==> config.mk <==
export PLATFORM = sky130hd
export DESIGN_NAME = chunked_subtractor
export DESIGN_NICKNAME = d
export VERILOG_FILES = /design/src/rtl/chunked_subtractor_pkg.sv /design/src/rtl/chunked_subtractor_sub_chunk.sv /design/src/rtl/chunked_subtractor.sv
export SDC_FILE = /design/constraint.sdc
export NUM_CORES = 1
export LEC_CHECK = 0
export ABC_CLOCK_PERIOD_IN_PS = 2800
export BUFFER_PORTS_ARGS = -buffer_cell sky130_fd_sc_hd__buf_2
export CORE_UTILIZATION = 35
export CTS_CLUSTER_SIZE = 25
export DETAILED_ROUTE_END_ITERATION = 10
export PLACE_DENSITY = 0.6
export SLEW_MARGIN = 40
export SYNTH_ARGS = -nofsm -noshare
export SYNTH_HDL_FRONTEND = slang
export SYNTH_SLANG_ARGS = --single-unit
==> constraint.sdc <==
create_clock -name clk -period 2.8 [get_ports clk]
set_input_delay 0.14 -clock clk [delete_from_list [all_inputs] [get_ports clk]]
set_output_delay 0.14 -clock clk [all_outputs]
set_load 0.01 [all_outputs]
==> src/rtl/chunked_subtractor_pkg.sv <==
// chunked_subtractor_pkg: shared state encoding and default geometry for the chunked subtractor.
package chunked_subtractor_pkg;
   typedef enum logic [1:0] {IDLE, BUSY, DONE} state_t;
   localparam int WIDTH_DEF = 32;
   localparam int CHUNK_DEF = 4;
   localparam int HALF = WIDTH_DEF / 2;
   localparam int NUM_CHUNKS = HALF / CHUNK_DEF;
   localparam int IDX_W = NUM_CHUNKS > 1 ? $clog2(NUM_CHUNKS) : 1;
   localparam logic [HALF-1:0] UPPER_FILL = '1;
endpackage

==> src/rtl/chunked_subtractor_sub_chunk.sv <==
// chunked_subtractor_sub_chunk: combinational CHUNK-bit subtract-with-borrow cell.
module chunked_subtractor_sub_chunk #(
   parameter int CHUNK = 4
) (
   input  logic [CHUNK-1:0] a,
   input  logic [CHUNK-1:0] b,
   input  logic             bin,
   output logic [CHUNK-1:0] d,
   output logic             bout
);
   assign {bout, d} = {1'b0, a} - {1'b0, b} - (CHUNK+1)'(bin);
endmodule

==> src/rtl/chunked_subtractor.sv <==
// chunked_subtractor: multi-cycle A - B - bin, CHUNK bits per falling edge, valid/ready on both sides.
module chunked_subtractor
   import chunked_subtractor_pkg::*;
#(
   parameter int WIDTH = WIDTH_DEF,
   parameter int CHUNK = CHUNK_DEF
) (
   input  logic             clk,
   input  logic             rst,
   input  logic             in_valid,
   output logic             in_ready,
   input  logic [WIDTH-1:0] data_in,
   input  logic             bin,
   output logic             out_valid,
   input  logic             out_ready,
   output logic [WIDTH-1:0] data_out,
   output logic             bout
);
   localparam int H = WIDTH / 2;
   localparam int N = H / CHUNK;
   localparam int IW = N > 1 ? $clog2(N) : 1;

   if (H % CHUNK != 0) begin : g_chunk_check
      $error("CHUNK must divide WIDTH/2");
   end

   state_t state_q;
   logic [H-1:0] a_q, b_q, d_q;
   logic [IW-1:0] idx_q;
   logic borrow_q, bout_q;
   logic [CHUNK-1:0] d_d;
   logic borrow_d;

   chunked_subtractor_sub_chunk #(.CHUNK(CHUNK)) u_cell (
      .a   (a_q[idx_q*CHUNK +: CHUNK]),
      .b   (b_q[idx_q*CHUNK +: CHUNK]),
      .bin (borrow_q),
      .d   (d_d),
      .bout(borrow_d)
   );

   assign in_ready  = state_q == IDLE;
   assign out_valid = state_q == DONE;
   assign data_out  = {{H{1'b1}}, d_q};
   assign bout      = bout_q;

   always_ff @(negedge clk) begin
      if (!rst) begin
         state_q  <= IDLE;
         a_q      <= '0;
         b_q      <= '0;
         d_q      <= '0;
         idx_q    <= '0;
         borrow_q <= 1'b0;
         bout_q   <= 1'b0;
      end else begin
         case (state_q)
            IDLE: if (in_valid) begin
               a_q      <= data_in[H-1:0];
               b_q      <= data_in[WIDTH-1:H];
               borrow_q <= bin;
               d_q      <= '0;
               idx_q    <= '0;
               state_q  <= BUSY;
            end
            BUSY: begin
               d_q[idx_q*CHUNK +: CHUNK] <= d_d;
               borrow_q <= borrow_d;
               idx_q    <= idx_q + 1'b1;
               if (idx_q == IW'(N-1)) begin
                  bout_q  <= borrow_d;
                  state_q <= DONE;
               end
            end
            DONE: if (out_ready) state_q <= IDLE;
            default: state_q <= IDLE;
         endcase
      end
   end
endmodule

Word-level counts from Yosys, hierarchy flattened
Cells that the tools add are included.
- bits in latches: 0
- memory bits (writable): 0
- flip-flop bits (word level): 54
- input bits: 37
- memory bits (read-only): 0
- memories: 0
- output and inout port bits: 35
- multipliers: 0
- div/mod/pow operators: 0
- reduce and logical (&&, ||, !) cells: 6
- $lt $le $gt $ge: 0
- mux-type cells: 11
- add/sub/neg operators: 4
- shift operators: 4
- equality and inequality tests: 6
- bitwise operators: 0
- operators with widths (operator ; count):
    4-bit negator with 34-bit output ; 1
    4-bit by 34-bit variable shift with 16-bit output (first input constant) ; 1
    4-bit by 34-bit indexed part select with 16-bit output ; 1
    16-bit one-hot mux with 2 select lines ; 1
    16-bit by 5-bit indexed part select with 4-bit output ; 2
    16-bit bitwise mux ; 1
    16-bit two-way mux ; 1
    2-bit two-way mux ; 4
    2-bit one-hot mux with 3 select lines ; 1
    2-bit AND reduction ; 3
    4-bit by 4-bit subtractor with 5-bit output ; 1
    5-bit by 1-bit subtractor with 5-bit output ; 1
    2-bit == test (second input constant) ; 2
    2-bit inequality test (second input constant) ; 2
    2-bit one-hot mux with 2 select lines ; 1
    3-bit AND reduction ; 1
    2-bit by 1-bit adder with 2-bit output (second input constant) ; 1
    2-bit by 1-bit == test with 1-bit output (second input constant) ; 1
    2-bit logical NOT ; 1
    2-bit by 1-bit inequality test with 1-bit output (second input constant) ; 1
    1-bit one-hot mux with 2 select lines ; 1
    2-bit nonzero test ; 1
    1-bit two-way mux ; 1

Logic depth before layout (Yosys ltp)
- depth after elaboration: 6
- mapped depth: 10
- mapped depth without buffers: 9

By module
From an unflattened synthesis, not the netlist that was laid out.
- cells, all modules: 300
- area total of the unflattened synthesis: 2692.6 um2
- by module, submodules not included (module ; seq. area each (um2) ; area an instance (um2) ; instances ; cells each):
    chunked_subtractor ; 1081.0 ; 2484.9 ; 1 ; 276
    chunked_subtractor_sub_chunk ; 0.0 ; 207.7 ; 1 ; 24

==> run_results.csv <==
group,metric,value,unit
layout,nets,457,
worst_setup_path,criticalPathCategory,"register to register",
logic_synthesis,synth_mux_area_share,7.02,%
drt,vias,2322,
drt,drc,0,
hold_path,min_path_type,"register to register",
placement,dpl_worst_slack,0.124,ns
die,start_util,36.8,%
grt,antenna_found_initial,0,
logic_synthesis,async_reset_ff_share,0,%
die,die-area,8150,sq um
drt,ant_nets,0,
sta,setup_slack,0.203,ns
layout,final_cells,510,
worst_setup_path,r2r_slack,0.20,ns
logic_synthesis,synth_cells,299,
logic_synthesis,synth_area_leaders,"dfxtp_1 (40%), nand2_1 (9.9%), a21boi_0 (8.3%), mux4_2 (6.6%), buf_4 (4.4%)",
logic_synthesis,yosys-top-cells-count,"nand2_1 (72), dfxtp_1 (54), a21boi_0 (30), buf_4 (16), inv_1 (16)",
worst_setup_path,rr_worst_depth,8,
layout,finish.utilization,46.3,%
grt,grt_use_total,15.1,%
sta,finClkSkew,0.0185,ns
die,die_height,90.3,microns
grt,grt_pass1_wl,10000,microns
worst_setup_path,arrival,4.31,ns
sta,period_share,92.7,%
logic_synthesis,synth-seq-cells,54,
sta,finalSetupViolations,0,
logic_synthesis,synth_warnings,0,
worst_setup_path,worstPathRequired,4.51,ns
grt,grt_max_degree,55,
clock_network,cts_tree,"yes",
logic_synthesis,syn_avg_cell_area,9.12,sq um
drt,wirelength,5810,microns
sta,hold_viol_final,0,
logic_synthesis,synth_most_common_cell,"nand2_1",
clock_network,numCtsBuffers,5,
hold_path,hold_path.startpoint,"b_q[1]$_SDFFE_NN0P_",
hold_path,min_to,"b_q[1]$_SDFFE_NN0P_",
sta,setup_tns,0,ns
power_and_ir_drop,irDropWorstVdd,0.000227,V
drt,wl_per_cell,11.4,microns
grt,grt_remaining_overflow,0,
placement,dp.cells,448,
die,fp.dieW,90.3,microns
logic_synthesis,synthAdderAreaFrac,5.14,%
placement,io_buffers,55,
placement,routabilityCongestion,0.802,
outcome,outcome,"complete, no violations",
clock_network,clk_latency,0.39,ns
sta,fmax,0.385,GHz
logic_synthesis,synth_top_family_by_area,"simple AND/OR/NAND/NOR gates",
logic_synthesis,synth_top_area_share,39.7,%
layout,antenna_cells,0,
logic_synthesis,synth_xor_area_share,0.642,%
sta,rsz0062_at_grt,"false",
clock_network,htreeDepth,2,
logic_synthesis,synth_edf_count,0,
power_and_ir_drop,power_density,592,nW/um^2
sta,finalCriticalPeriod,2.60,ns
logic_synthesis,syn_area,2730,sq um
logic_synthesis,yosysSeqAreaShare,39.7,%
layout,syn2layout_area_growth,25.8,%
die,core,7410,sq um
clock_network,hold_buffers,0,
worst_setup_path,start_kind,"register",
clock_network,cts.reportedPaths.clkPinSlew,0.04,ns
power_and_ir_drop,leakagePower,1.67,nW
drt,viasPerCell,4.55,
logic_synthesis,yosys.area_share.simple,20.7,%
logic_synthesis,synth_compound_area_share,17.0,%
clock_network,clkSinkCount,54,
logic_synthesis,netlist-cell-type-count,41,
clock_network,clockBufferDepth,2,
drt,drt_iter0_drc,73,
grt,grt_pass1_vias,2360,
worst_setup_path,crit_path_max_fanout,7,
logic_synthesis,synth_top_cell_by_area,"dfxtp_1",
hold_path,whs_path_depth,2,
placement,dpl.hpwl,4100,microns
job,cap_viol_max_count,0,
drt,dr.pass1.iters,4,
clock_network,root_buffer,"clkbuf_8",
worst_setup_path,reg2reg_to,"d_q[9]$_SDFFE_NN0P_",
worst_setup_path,r2r-start,"idx_q[0]$_SDFFE_NN0P_",
logic_synthesis,synthFlopType,"dfxtp_1",
die,rows,31,
sta,slew_violations,0,
layout,layout-drive-gt1-share,22.9,%
sta,fin_hold_ws,0.454,ns
die,io_pins,72,
worst_setup_path,end_kind,"register",
## metal layers
metal / wire, microns / track usage (%) / vias up
li1: - / - / 1193
met1: 2730 / 17.7 / 1065
met2: 2740 / 23.8 / 60
met3: 309 / 7.41 / 4
met4: 33 / 5.51 / 0
met5: 0 / 0 / -
## registers in the layout, summed over array words and instances, names as in the netlist
name	count
idx_q	2
a_q	16
d_q	16
state_q	2
b_q	16
borrow_q	1
bout	1
## area by class of cell
type                       instances  area, sq um
multi-input combinational        211         1450
clock buffer                       5         68.8
inverter                          15         56.3
sequential                        54         1080
tap                               99          124
timing repair buffer              69          405
clock inverter                    57          250
fill                             802         3980
## worst max-delay path by stage
stage,start,to,depth (start not counted)
after floorplan,idx_q[0]$_SDFFE_NN0P_,d_q[11]$_SDFFE_NN0P_,9
after global placement,rst,d_q[11]$_SDFFE_NN0P_,5
after detailed placement,rst,d_q[7]$_SDFFE_NN0P_,5
after CTS,idx_q[0]$_SDFFE_NN0P_,d_q[7]$_SDFFE_NN0P_,10
after global routing,idx_q[0]$_SDFFE_NN0P_,d_q[2]$_SDFFE_NN0P_,10
final,idx_q[0]$_SDFFE_NN0P_,d_q[9]$_SDFFE_NN0P_,8
## kinds of logic (layout without fill, tap and decap cells)
| group | Yosys count | in the layout |
|---|---|---|
| compound gates | 64 | 64 |
| xor+xnor | 2 | 2 |
| fa+ha+maj | 10 | 10 |
| buf+inv | 49 | 146 |
| flops | 54 | 54 |
| mux | 9 | 9 |
| other cells | 1 | 16 |
| simple gates | 110 | 110 |
## worst max-delay path, cell delays in order, from the launching register on
cell and delay (ns):
dfxtp_1 0.40, buf_4 0.21, mux4_2 0.53, fa_1 0.42, inv_1 0.09, fa_1 0.41, inv_1 0.17, a22o_1 0.17
and2_1 0.12
## placed cells by master (no fill, tap or decap), types with 5 or more instances in the layout
master / count
mux4_2: 8
a21boi_0: 30
ha_1: 8
a22oi_1: 9
clkbuf_8: 5
nor2b_1: 12
nand3_1: 5
dfxtp_1: 54
nand2_1: 72
buf_4: 12
o21ai_1: 5
inv_1: 69
buf_2: 55
conb_1: 16
## where the power goes
part	internal [mW]	switching, mW	leakage [nW]
clock network	0.374	0.470	0.348
registers	0.811	0.0203	0.441
logic	0.162	0.193	0.876
total	1.35	0.683	1.67
## stage by stage
stage | area, sq um | power, mW
after global placement | 3100 | 1.30
after CTS | 3420 | 2.06
final | 3430 | 2.03
after floorplan | 2780 | 1.21
after global routing | 3430 | 2.21
after detailed placement | 3100 | 1.31
## timing repair
action / CTS / global route
resized for setup: 0 / 1
endpoints found under the setup margin: 0 / 6
buffers inserted: 0 / 1
No activity file was read; power rests on OpenSTA's default activity.
